[config.mk]
export PLATFORM = sky130hd
export DESIGN_NAME = m_mem_seq
export DESIGN_NICKNAME = d
export VERILOG_FILES = /design/src/rtl/m_mem_seq.sv
export SDC_FILE = /design/constraint.sdc
export NUM_CORES = 1
export LEC_CHECK = 0
export CORE_ASPECT_RATIO = 1.1
export CORE_MARGIN = 2
export CORE_UTILIZATION = 35
export CTS_CLUSTER_SIZE = 12
export DETAILED_ROUTE_END_ITERATION = 12
export GPL_TIMING_DRIVEN = 0
export PLACE_DENSITY = 0.64
export SYNTH_ARGS = -nofsm -noshare
export SYNTH_HDL_FRONTEND = slang
export SYNTH_SLANG_ARGS = --single-unit
[constraint.sdc]
create_clock -name clk -period 1.93 [get_ports clk]
set_input_delay 0.386 -clock clk [delete_from_list [all_inputs] [get_ports clk]]
set_output_delay 0.386 -clock clk [all_outputs]
set_load 0.02 [all_outputs]
[src/rtl/m_mem_seq.sv]
// m_mem_seq: memory-stage data-RAM sequencer.
// Takes one load/store request at a time and drives a single-port, word-wide synchronous
// RAM that has no byte write-enables. Sub-word stores are done as read-modify-write.
// Load data is taken from the addressed lane and sign- or zero-extended. Misaligned
// requests are answered with align_err and never reach the RAM.
//
// Ports
//   clk, reset              clock (rising edge), asynchronous active-low reset
//   req_valid/req_ready     request handshake; req_ready is high only when idle
//   req_we/width/sign       store flag, 00 word/01 half/10 byte/11 no-op, load sign-extend
//   req_addr/req_wdata      byte address and store data (sub-word data in the low bits)
//   resp_valid              one-cycle completion pulse
//   resp_rdata/align_err    load result and misalignment flag, qualified by resp_valid
//   busy                    sequencer not idle
//   ram_en/we/addr/wdata    RAM command (word address, full-word write)
//   ram_rdata               RAM read data, valid the cycle after a read command
module m_mem_seq #(
  parameter int unsigned AW = 12
) (
  input  logic          clk,
  input  logic          reset,
  input  logic          req_valid,
  output logic          req_ready,
  input  logic          req_we,
  input  logic [1:0]    req_width,
  input  logic          req_sign,
  input  logic [31:0]   req_addr,
  input  logic [31:0]   req_wdata,
  output logic          resp_valid,
  output logic [31:0]   resp_rdata,
  output logic          align_err,
  output logic          busy,
  output logic          ram_en,
  output logic          ram_we,
  output logic [AW-1:0] ram_addr,
  output logic [31:0]   ram_wdata,
  input  logic [31:0]   ram_rdata
);

  typedef enum logic [2:0] {StIdle, StRd, StWait, StWr, StDone} state_e;

  state_e         r_state;
  logic           r_we;
  logic [1:0]     r_width;
  logic           r_sign;
  logic [AW+1:0]  r_addr;
  logic [31:0]    r_wdata;
  logic [31:0]    r_merged;
  logic           r_err;

  logic           w_misaligned;
  logic [AW-1:0]  w_word_addr;
  logic [15:0]    w_half;
  logic [7:0]     w_byte;
  logic [31:0]    w_load_data;
  logic [31:0]    w_merged;

  // Alignment is judged on the live request so the decision is made at accept time.
  assign w_misaligned = ((req_width == 2'b00) && (req_addr[1:0] != 2'b00)) ||
                        ((req_width == 2'b01) && req_addr[0]);

  assign w_word_addr = r_addr[AW+1:2];

  // Lane extraction and extension of the RAM read word.
  always_comb begin
    w_half      = r_addr[1] ? ram_rdata[31:16] : ram_rdata[15:0];
    w_byte      = 8'h00;
    w_load_data = 32'h0;
    case (r_addr[1:0])
      2'b00:   w_byte = ram_rdata[7:0];
      2'b01:   w_byte = ram_rdata[15:8];
      2'b10:   w_byte = ram_rdata[23:16];
      default: w_byte = ram_rdata[31:24];
    endcase
    case (r_width)
      2'b00:   w_load_data = ram_rdata;
      2'b01:   w_load_data = {{16{r_sign & w_half[15]}}, w_half};
      2'b10:   w_load_data = {{24{r_sign & w_byte[7]}}, w_byte};
      default: w_load_data = 32'h0;
    endcase
  end

  // Read word with the target lane replaced by the latched store data.
  always_comb begin
    w_merged = ram_rdata;
    if (r_width == 2'b01) begin
      if (r_addr[1]) w_merged[31:16] = r_wdata[15:0];
      else           w_merged[15:0]  = r_wdata[15:0];
    end else begin
      case (r_addr[1:0])
        2'b00:   w_merged[7:0]   = r_wdata[7:0];
        2'b01:   w_merged[15:8]  = r_wdata[7:0];
        2'b10:   w_merged[23:16] = r_wdata[7:0];
        default: w_merged[31:24] = r_wdata[7:0];
      endcase
    end
  end

  always_ff @(posedge clk or negedge reset) begin
    if (!reset) begin
      r_state  <= StIdle;
      r_we     <= 1'b0;
      r_width  <= 2'b00;
      r_sign   <= 1'b0;
      r_addr   <= '0;
      r_wdata  <= 32'h0;
      r_merged <= 32'h0;
      r_err    <= 1'b0;
    end else begin
      case (r_state)
        StIdle: begin
          if (req_valid) begin
            r_we    <= req_we;
            r_width <= req_width;
            r_sign  <= req_sign;
            r_addr  <= req_addr[AW+1:0];
            r_wdata <= req_wdata;
            r_err   <= w_misaligned;
            if (w_misaligned || (req_width == 2'b11)) r_state <= StDone;
            else if (req_we && (req_width == 2'b00))  r_state <= StWr;
            else                                      r_state <= StRd;
          end
        end
        StRd:   r_state <= StWait;
        StWait: begin
          if (r_we) begin
            r_merged <= w_merged;
            r_state  <= StWr;
          end else begin
            r_state  <= StIdle;
          end
        end
        StWr:    r_state <= StIdle;
        StDone:  r_state <= StIdle;
        default: r_state <= StIdle;
      endcase
    end
  end

  // Outputs decode the state so that an asynchronous reset clears them immediately.
  always_comb begin
    req_ready  = (r_state == StIdle);
    busy       = (r_state != StIdle);
    resp_valid = 1'b0;
    resp_rdata = 32'h0;
    align_err  = 1'b0;
    ram_en     = 1'b0;
    ram_we     = 1'b0;
    ram_addr   = '0;
    ram_wdata  = 32'h0;
    case (r_state)
      StRd: begin
        ram_en   = 1'b1;
        ram_addr = w_word_addr;
      end
      StWait: begin
        if (!r_we) begin
          resp_valid = 1'b1;
          resp_rdata = w_load_data;
        end
      end
      StWr: begin
        ram_en     = 1'b1;
        ram_we     = 1'b1;
        ram_addr   = w_word_addr;
        ram_wdata  = (r_width == 2'b00) ? r_wdata : r_merged;
        resp_valid = 1'b1;
      end
      StDone: begin
        resp_valid = 1'b1;
        align_err  = r_err;
      end
      default: ;
    endcase
  end

endmodule

* Yosys cells after proc, flatten, opt, wreduce, memory -nomap -nowiden
Cells that the tools add are included.
Storage, ports and cells: flip-flop bits (word level) 86, bits in latches 0, bits in writable memories 0, ROM bits 0, logic and storage cells 62, memories kept 0
Operators by class: add/sub/neg operators 0, multipliers 0, divide/modulo/power cells 0, order comparisons 0, equality and inequality tests 11, shift operators 0, multiplexer cells 25, bitwise operators 2, reduce and logical (&&, ||, !) cells 16
Operators by type and width (count):
- $mux 32 | 5
- $pmux 32 s3 | 1
- $mux 16 | 3
- $mux 8 | 4
- $pmux 8 s3 | 1
- $mux 12 | 1
- $pmux 3 s3 | 1
- $eq 2x1->1 const B | 3
- $eq 2x2->1 const B | 3
- $eq 3x2->1 const B | 2
- $logic_not 2->1 | 3
- $mux 3 | 2
- $mux 1 | 4
- $mux 2 | 2
- $reduce_and 2->1 | 2
- $reduce_or 2->1 | 2
- $eq 3x1->1 const B | 1
- $eq 3x3->1 const B | 1
- $logic_and 1x1->1 | 3
- $logic_not 3->1 | 1
- $reduce_bool 3->1 | 1
- $reduce_or 3->1 | 1
- $and 1x1->1 | 2
- $logic_or 1x1->1 | 2
- other kinds (3) | 3

* Longest topological paths before layout
Gate-level depths: netlist (run 1).
word-level depth 7, mapped depth 7, depth with buffers taken out 4

* Worst setup path after synthesis (run 1)
Ideal clock, no wire load.
path type register to output, start point register r_width[0], end point output port resp_rdata[10], data arrival time 1.613 ns, setup slack -0.069 ns, cell stages (with the launch flop) 6, buffers on the path 1, cells stage by stage dfrtp_1 > buf_2 > or3b_1 > o22ai_2 > o21ai_1 > a31oi_1
On the way: cells in the longest elaborated chain, start to end 4, elaborated cells between the ends (all ways) 6, classes of those cells 2 x eq/ne; 3 x mux; 1 x reduce/logical
Ends and longest elaborated chain:
- start, declared | RTL line 44 | logic [1:0] r_width;
- start signal, assigned | RTL line 114 | r_width <= req_width;
- $eq 2x2->1 (tied with other cells) | RTL line 75 | case (r_width)
- $pmux 32 s3 * | RTL line 75
- $mux 32 * | RTL line 157 | if (!r_we) begin
- $mux 32 * | RTL line 151 | case (r_state)
- end, declared | RTL line 30 | output logic [31:0] resp_rdata,
Every way passes the cells marked *; elsewhere a longest branch is shown, timed or not.

* Worst setup path after layout (run 1)
start point register r_addr[1], end point output port resp_rdata[13]
On the way: cells in the longest elaborated chain, start to end 6, elaborated cells between the ends (all ways) 9, classes of those cells 2 x eq/ne; 5 x mux; 1 x bitwise; 1 x reduce/logical
Ends and longest elaborated chain:
- start, declared | RTL line 46 | logic [AW+1:0] r_addr;
- start signal, assigned | RTL line 116 | r_addr <= req_addr[AW+1:0];
- $eq 2x2->1 (tied with other cells) | RTL line 69 | case (r_addr[1:0])
- $pmux 8 s3 | RTL line 69
- $and 1x1->1 | RTL line 78 | 2'b10: w_load_data = {{24{r_sign & w_byte[7]}}, w_byte};
- $pmux 32 s3 * | RTL line 75
- $mux 32 * | RTL line 157
- $mux 32 * | RTL line 151
Marked as above.

==> metrics.md, run 1 <==
| Metric | Value |
|---|---|
| Critical-path cell list | or3b_4 > o22ai_4 > o21ai_4 > a31oi_2 > buf_4 |
| Crit path time final | 2.45 ns |
| Final hold slack | 0.475 ns |
| Post-synthesis simple-gate area fraction | 27.1% |
| GRT Max-Usage Layer | met2 |
| Violated checks | negative setup slack |
| Maxcap violations | 0 |
| CP endpoint kind | primary output |
| Vias in the first global route | 5776 |
| Worst reg2reg path depth | 6 |
| Via density | 5.33 |
| Post-synth ARST share | 100% |
| RSZ-0062 raised after global routing | yes |
| Largest net degree at the start of global routing | 58 |
| Classification of the worst-slack hold path | flop to flop |
| Met1 Resource Use GR | 33.6% |
| Slew HR | 62.8% |
| WL/cell | 19.0 um |
| Clk Latency, worst-skew pair | 0.37 ns |
| FF+latch count, synth | 86 |
| Period utilization | 127% |
| Synth top area share | 40.4% |
| Switching Share | 46.0% |
| Warnings, synthesis | 0 |
| Commonest non-fill, non-tap cell in the layout | nand2_1 |
| Site row count | 47 |
| Setup WS post-layout | -0.520 ns |
| Adder-cell share of the synthesized area | 0% |
| First-pass GRT wire length | 31900 um |
| CTS tree | yes |
| # DRC | 0 |
| Combinational family with the most area after synthesis | simple AND/OR/NAND/NOR gates |
| Synthesis-to-layout area growth | 67.7% |
| Lkg Pwr | 4.19 nW |
| Setup_tns | -27.75 ns |
| Sw Pwr | 0.00626 W |
| Area contributors post-synth | dfrtp_1 40%, nand2_1 21%, mux2i_1 11% |
| Final wirelength | 21200 um |
| Met3 usage | 6.64% |
| Worst setup SP type | flop |
| Core area | 14900 um^2 |
| First DRT Iteration DRCs | 538 |
| Final net count | 1020 |
| ANT nets after route | 0 |
| Syn avg cell area | 7.68 um^2 |
| IO Count | 185 |
| Fmax | 408 MHz |
| # clock sinks | 86 |
| GRT Total Usage | 25.9% |
| Synth Cell Area | 5320 um^2 |
| Multi-input combinational cell area | 3630 um^2 |
| Clock Path Buffers | 2 |
| Sequential power share | 26.9% |
| Dpl hpwl | 14800 um |
| Final setup fails | 64 |
| Cts bufs inserted | 9 |
| Synth Instances | 693 |
| Depth of the worst hold-timing path | 2 |
| Clock share of power | 12.2% |
| Final GP Congestion | 0.943 |
| # diodes | 0 |
| Design area | 8920 um^2 |
| Critical Path RT | 1.54 ns |
| Yosys cell types | 36 |
| Syn_nets | 796 |
| Final hold violation count | 0 |
| CTS root buffer | clkbuf_16 |
| Register area share after synthesis | 40.4% |
| Critical path class | flop to primary output |
| Yosys top cell by area | dfrtp_1 |
| Antenna violations before repair | 0 |
| Int Power | 0.00736 W |
| Initial core utilization | 35.6% |
| Die area | 16200 um^2 |
| CP max-delay cell | dfrtp_2 |
| Final Max Tran Viols | 0 |
| EDFF count, synth | 0 |
| Clock transition at path regs | 0.07 ns |
| Synth Flop Type | dfrtp_1 |
| CP arrival | 2.06 ns |
| Worst-margin pin slew | 0.559 ns |
| Die Y | 133 um |
| Via count | 5950 |
| R2r setup slk | 0.13 ns |
| H-tree levels | 3 |
| First-pass detailed-route iteration total | 6 |
| Gate power share | 60.8% |
| Post-Synth XOR/XNOR Area | 0% |
| GR Util met2 | 40.9% |
| Port bufs | 166 |
| Post-synthesis mux area share | 10.7% |
| Maximum VDD drop | 0.591 mV |
| Die X | 122 um |
| Worst path max stage delay | 0.49 ns |
| Ratio of cells with drive above 1 in the final layout | 35.2% |
| Commonest cells after routing, fill and taps aside | 250 x nand2_1, 82 x dfrtp_1, 81 x clkdlybuf4s50_1 |
| Aggregate global routing overflow | 0 |
| Compound-Gate Fraction of Synth Area | 16.9% |
| Outcome | finished with violations |
| FF/Latch Area | 2160 um^2 |
| Clk_skew | 0.0135 ns |
| CP max FO | 8 |
| Area post-placement | 7370 um^2 |
| Final core occ | 59.7% |
| Pwr dens | 1530 nW/um^2 |
| Fill cells | 1346 |
[sequential cells by signal (all words and copies together) (netlist names)]
name	count
r_err	1
r_wdata	32
r_sign	1
r_width	2
r_addr	14
r_merged	32
r_we	1
r_state	3
[cells in the mapped netlist, types with 2 or more instances]
master	n
nor2_1	5
and2_1	14
o22ai_1	8
nand2_1	301
nand3_1	18
buf_1	6
a21oi_1	64
o21ai_1	13
a21oi_2	10
buf_2	25
a22o_1	17
o21a_1	8
o21ai_0	6
nor2b_1	3
buf_6	2
inv_1	3
mux2i_1	56
nand2b_1	3
a31oi_1	8
nand3b_1	3
and3_1	2
clkbuf_1	19
dfrtp_1	86
[area by class of cell]
| type | count | share of cell area (%) |
|---|---|---|
| well taps | 196 | 2.75 |
| flip-flops and latches | 86 | 24.2 |
| plain buffers | 48 | 4.73 |
| repair buffers | 217 | 24.3 |
| multi-input cells | 551 | 40.7 |
| clock buffers | 9 | 2.52 |
| inverters | 4 | 0.238 |
| clock inverters | 6 | 0.533 |
[metal layers]
metal / up-vias / share of wire [%]
met2: 277 / 47
met3: 57 / 7.9
li1: 2757 / -
met4: 0 / 4.1
met1: 2859 / 41
met5: - / 0
[repair_timing]
action / in CTS / in global routing
pin swaps: 25 / 46
setup buffers: 28 / 17
hold buffers: 1 / 0
setup endpoints to repair: 82 / 87
resized for setup: 560 / 135
gates cloned: 4 / 3
endpoints found under the hold margin: 29 / 0
[worst max-delay path, delay by kind of cell, from the launching register on]
kind	cells	cell delay, ns
AO/OA/AOI/OAI	3	0.61
buffers and inverters	1	0.18
flip-flops	1	0.49
AND/OR/NAND/NOR	1	0.43
[metrics by stage]
stage	std cells	power, W	worst slack [ns]
6_report	1117	0.0136	-0.520
2_1_floorplan	693	0.00711	-0.0688
4_1_cts	1101	0.0126	-0.516
3_5_place_dp	1056	0.00915	-1.12
3_3_place_gp	1055	0.00906	-2.81
5_1_grt	1117	0.0144	-0.560
[final timing paths]
path | start | to
setup / recovery | r_addr[1] | resp_rdata[13]
hold / removal | r_addr[13] | r_addr[13]
setup reg to reg | r_width[0] | r_merged[19]
hold reg to reg | r_addr[13] | r_addr[13]
max in group asynchronous | reset | r_state[0]
min in group asynchronous | reset | r_merged[5]
[power by group through the flow]
stage                     registers (W)  clock network (W)  logic, W
after global placement          0.00344                  0   0.00562
after global routing            0.00375            0.00175   0.00891
after CTS                       0.00353            0.00168   0.00738
after detailed placement        0.00344                  0   0.00571
final                           0.00367            0.00167   0.00829
after floorplan                 0.00312                  0   0.00399
[kinds of logic (layout without fill, tap and decap cells)]
group,Yosys count,count (layout)
flip-flops,86,86
AND/OR/NAND/NOR,354,354
multiplexers,57,57
buffers and inverters,56,284
AO/OA/AOI/OAI,140,140
No activity file was read; power rests on OpenSTA's default activity.
==> run 2: changes to the inputs <==
- GPL_ROUTABILITY_DRIVEN: not set -> 0
- clock period: 1.93 -> 2.6 ns (I/O delays scaled with it)
==> run 2 against run 1 <==
The flow still finishes with violations (negative setup slack). Core utilization shrank 7.4 points. Via count fell by 4.5%. Global-route usage is 0.82 points lower. Sequential power is 30% lower. Power is 37% lower. Sequential share of layout area increased by 3.4 points. Design area fell by 12%. First-iteration DRC count decreased by 21%. Critical path type unchanged.
==> metrics.md, run 2 (synthesis gave the netlist of run 1 again) <==
| Metric | Value |
|---|---|
| Outcome | finished with violations |
| Violated checks | negative setup slack |
| Fill cells | 1486 |
| Slew HR | 57.9% |
| Final Max Tran Viols | 0 |
| Maximum VDD drop | 0.496 mV |
| Dpl hpwl | 15200 um |
| Site row count | 47 |
| CP arrival | 2.14 ns |
| Crit path time final | 2.66 ns |
| Core area | 14900 um^2 |
| R2R Path Start | r_state[2] |
| RR Endpoint | r_state[1] |
| Setup WS post-layout | -0.0629 ns |
| First DRT Iteration DRCs | 427 |
| Maxcap violations | 0 |
| Worst setup SP type | flop |
| WL/cell | 18.8 um |
| Critical path class | flop to primary output |
| Synthesis-to-layout area growth | 47.0% |
| Final hold violation count | 0 |
| Die Y | 133 um |
| Largest net degree at the start of global routing | 48 |
| Pwr dens | 1090 nW/um^2 |
| Clock transition at path regs | 0.07 ns |
| RSZ-0062 raised after global routing | yes |
| CP endpoint kind | primary output |
| Via density | 5.24 |
| GRT Total Usage | 25.1% |
| Via count | 5680 |
| Lkg Pwr | 3.76 nW |
| Clk Latency, worst-skew pair | 0.36 ns |
| Period utilization | 102% |
| Port bufs | 166 |
| IO Count | 185 |
| H-tree levels | 3 |
| Fmax | 376 MHz |
| # clock sinks | 86 |
| Commonest non-fill, non-tap cell in the layout | nand2_1 |
| # DRC | 0 |
| Initial core utilization | 35.6% |
| Vias in the first global route | 5451 |
| Antenna violations before repair | 0 |
| Worst reg2reg path depth | 5 |
| Worst Setup Slack post-DPL | -0.788 ns |
| R2r setup slk | 0.71 ns |
| Final net count | 986 |
| Worst-margin pin slew | 0.631 ns |
| Setup_tns | -0.439 ns |
| Commonest cells after routing, fill and taps aside | 298 x nand2_1, 96 x clkdlybuf4s50_1, 84 x dfrtp_1 |
| CP max FO | 7 |
| Critical Path RT | 2.08 ns |
| First-pass detailed-route iteration total | 6 |
| # diodes | 0 |
| Clock Path Buffers | 2 |
| Final setup fails | 9 |
| Die X | 122 um |
| Ratio of cells with drive above 1 in the final layout | 18.1% |
| Total power | 0.00854 W |
| Final wirelength | 20400 um |
| CTS tree | yes |
| First-pass GRT wire length | 31000 um |
| Die area | 16200 um^2 |
| Cts bufs inserted | 9 |
| Clk_skew | 0.0112 ns |
| ANT nets after route | 0 |
| Classification of the worst-slack hold path | input pin to asynchronous set/reset pin |
| Aggregate global routing overflow | 0 |
| CTS root buffer | clkbuf_16 |
| Largest registers | r_merged (32), r_wdata (32), r_addr (14) |
-- run 2: cell count changes in the layout (fill, tap and decap cells not counted), moves of 6 or more --
cell / previous run / this run
a31oi_1: 0 / 6
dlygate4sd2_1: 2 / 16
a21oi_1: 26 / 58
nand2_1: 250 / 298
nand2_2: 29 / 3
o22ai_1: 0 / 7
o22ai_2: 8 / 1
clkbuf_2: 3 / 26
buf_6: 69 / 20
buf_12: 9 / 2
clkdlybuf4s50_1: 81 / 96
nand2_4: 21 / 0
a21oi_2: 33 / 5
buf_4: 48 / 23
-- run 2: worst max path at each step --
stage / endpoint / startpoint / slack (ns) / cells after the start
after floorplan: resp_rdata[10] / r_width[0] / 0.47 / 5
after global placement: r_merged[5] / reset / -2.27 / 1
after detailed placement: resp_rdata[14] / ram_rdata[15] / -0.79 / 6
after CTS: resp_rdata[27] / r_width[0] / -0.07 / 8
after global routing: resp_rdata[28] / r_width[0] / -0.13 / 8
final: resp_rdata[21] / r_width[0] / -0.06 / 8
-- run 2: cell type report --
| class | instances | area (um^2) | area share (%) |
|---|---|---|---|
| Clock buffer | 9 | 225 | 2.88 |
| Tap cell | 196 | 245 | 3.13 |
| Timing Repair Buffer | 183 | 1680 | 21.4 |
| Buffer | 48 | 303 | 3.87 |
| Sequential cell | 86 | 2150 | 27.5 |
| Multi-Input combinational cell | 551 | 3120 | 39.9 |
| Clock inverter | 7 | 77.6 | 0.992 |
| Inverter | 4 | 18.8 | 0.240 |
-- run 2: critical path, cell delays in order (launching register included) --
cell,delay [ns]
dfrtp_1,0.39
buf_6,0.14
or3b_4,0.39
o22ai_4,0.19
a32oi_4,0.10
buf_12,0.17
buf_12,0.14
a21oi_4,0.14
buf_6,0.14
-- run 2: power breakdown --
| part | internal [W] | switching, W | leakage [nW] |
|---|---|---|---|
| clock | 0.000756 | 0.000603 | 0.147 |
| sequential | 0.00198 | 0.000601 | 1.06 |
| combinational | 0.00190 | 0.00270 | 2.55 |
| total | 0.00463 | 0.00391 | 3.76 |
-- run 2: per-layer routing --
metal | up-vias | GRT usage (%) | routed length, um | part of all wire [%]
met3 | 42 | 4.54 | 1400 | 6.8
met2 | 258 | 39.7 | 9590 | 47
li1 | 2694 | - | - | -
met1 | 2686 | 34.8 | 8910 | 44
met4 | 0 | 7.85 | 522 | 2.6
met5 | - | 0 | 0 | 0
-- run 2: repair_timing --
item	in CTS	in global routing
gates cloned	1	0
pin swaps	6	5
endpoints found under the setup margin	75	59
resized for setup	244	74
setup buffers	13	3
hold buffers	0	0
-- run 2: per-stage QoR --
step	cell area (um^2)	utilization, %	std cells	hold WS [ns]
final	7820	52.4	1084	0.144
after detailed placement	7250	48.6	1056	0.456
after global routing	7820	52.4	1084	0.192
after CTS	7820	52.3	1083	0.165
after floorplan	5320	-	693	0.224
after global placement	7230	48.4	1055	0.452
==> run 3: changes to the inputs <==
- CORE_MARGIN: 2 -> 4
- SLEW_MARGIN: not set -> 5
==> run 3 against run 2 <==
The run still ends with negative setup slack left. Via count is 0.74% higher. Core utilization hardly changed. Flip-flop and latch count stayed put. Clock power is 6% higher. Clock skew is 0.0053 ns lower. First-iteration DRC count is 3.3% higher. Non-clock buffer count is 3 lower. Power is 0.58% higher.
==> metrics.md, run 3 (synthesis gave the netlist of run 1 again) <==
| Metric | Value |
|---|---|
| Outcome | finished with violations |
| Violated checks | negative setup slack |
| CTS tree | yes |
| CP max FO | 7 |
| Worst setup SP type | flop |
| ANT nets after route | 0 |
| Port bufs | 166 |
| # diodes | 0 |
| Placed Cells incl. Taps | 1056 |
| Worst reg2reg path depth | 6 |
| CTS root buffer | clkbuf_16 |
| Final non-filler cell total | 1081 |
| Die area | 17200 um^2 |
| Clk Latency, worst-skew pair | 0.35 ns |
| RSZ-0062 raised after global routing | yes |
| Via density | 5.29 |
| Most frequent CP cell | buf_6 |
| Period utilization | 103% |
| Vias in the first global route | 5676 |
| Final setup fails | 22 |
| Largest net degree at the start of global routing | 48 |
| Clk_skew | 0.00589 ns |
| Maxcap violations | 0 |
| Via count | 5722 |
| Slew HR | 58.2% |
| Final wirelength | 20800 um |
| # clock sinks | 86 |
| Classification of the worst-slack hold path | input pin to asynchronous set/reset pin |
| Critical Path RT | 2.08 ns |
| Antenna violations before repair | 0 |
| First-pass GRT wire length | 31800 um |
| Cts bufs inserted | 9 |
| # DRC | 0 |
| Aggregate global routing overflow | 0 |
| Crit path time final | 2.67 ns |
| Final core occ | 52.4% |
| Fill cells | 1480 |
| Worst Setup Slack post-DPL | -0.752 ns |
| Site row count | 47 |
| Clock transition at path regs | 0.07 ns |
| Fmax | 375 MHz |
| Synthesis-to-layout area growth | 47.6% |
| WL/cell | 19.3 um |
| Clock Path Buffers | 2 |
| Core area | 15000 um^2 |
| IO Count | 185 |
| Worst-margin pin slew | 0.627 ns |
| CP max-delay cell | dfrtp_1 |
| Die X | 126 um |
| Commonest cells after routing, fill and taps aside | 298 x nand2_1, 91 x clkdlybuf4s50_1, 84 x dfrtp_1 |
| First-pass detailed-route iteration total | 5 |
| Final net count | 983 |
| Critical Path Source | r_width[0] |
| Total power | 0.00859 W |
| Worst path max stage delay | 0.41 ns |
| Initial core utilization | 35.5% |
| CP endpoint kind | primary output |
| Final Max Tran Viols | 0 |
| Dpl hpwl | 15500 um |
| Ratio of cells with drive above 1 in the final layout | 17.6% |
| Final hold violation count | 0 |
| GRT Total Usage | 23.8% |
| Largest registers | r_merged (32), r_wdata (32), r_addr (14) |
| Lkg Pwr | 3.84 nW |
| Maximum VDD drop | 0.434 mV |
| H-tree levels | 3 |
| Final hold slack | 0.150 ns |
| Pwr dens | 1090 nW/um^2 |
| R2R Path Start | r_width[1] |
| CP arrival | 2.15 ns |
| Critical path class | flop to primary output |
| Setup WS post-layout | -0.0675 ns |
| Commonest non-fill, non-tap cell in the layout | nand2_1 |
| First DRT Iteration DRCs | 441 |
| Die Y | 137 um |
| Critical-path cell list | buf_6 > or3b_4 > o22ai_4 > a32oi_4 > buf_6 > buf_12 > a21oi_2 > buf_4 |
[run 3: cell types whose count changed in the layout (fill, tap and decap cells not counted), moves of 3 or more]
| cell | before | now |
|---|---|---|
| clkdlybuf4s15_2 | 2 | 10 |
| dlymetal6s2s_1 | 1 | 6 |
| clkbuf_2 | 26 | 17 |
| clkdlybuf4s50_1 | 96 | 91 |
| a21oi_4 | 12 | 7 |
| a21oi_2 | 5 | 8 |
| buf_6 | 20 | 15 |
| buf_4 | 23 | 30 |
[run 3: worst max-delay path, delay by kind of cell, from the launching register on]
| kind | cells | cell delay (ns) |
|---|---|---|
| AOI/OAI and AO/OA | 3 | 0.39 |
| buffers and inverters | 4 | 0.61 |
| and+or+nand+nor | 1 | 0.38 |
| DFF | 1 | 0.41 |
[run 3: metrics by stage]
step                instance area (um^2)  setup TNS (ns)
global route                        7850           -2.04
global placement                    7230         -216.29
detailed placement                  7250          -21.42
finish                              7850          -0.804
floorplan                           5320               0
CTS                                 7780           -1.13
[run 3: power by group]
part	internal, W	total [W]	switching (W)
registers	0.00198	0.00260	0.000615
clock network	0.000875	0.00144	0.000567
logic	0.00187	0.00455	0.00268
total	0.00473	0.00859	0.00386
[run 3: final cells by class]
cell class	instances	area, um^2	area share, %
sequential	86	2150	27.4
timing repair buffer	179	1710	21.8
buffer	49	305	3.89
tap	196	245	3.12
clock buffer	10	239	3.04
clock inverter	6	92.6	1.18
multi-input combinational	551	3090	39.3
inverter	4	18.8	0.239
[run 3: final timing paths]
kind,end,slack (ns)
min reg2reg,r_addr[2],0.47
max reg2reg,r_merged[27],0.75
max,resp_rdata[25],-0.07
min,r_merged[4],0.15
max in group asynchronous,r_state[0],1.80
min in group clk,r_addr[2],0.47
[run 3: routing by layer]
metal  up-vias  wire length, um  GRT usage, %
met5         -                0             0
met3        50             1600          4.27
li1       2687                -             -
met2       258             9740          38.2
met1      2727             8820          32.0
met4         0              684          9.88
[run 3: what timing repair did]
action	in CTS	in global routing
endpoints found under the setup margin	75	59
cloned	1	0
hold buffers	0	0
resized for setup	227	84
setup buffers	9	2
pin swaps	2	3
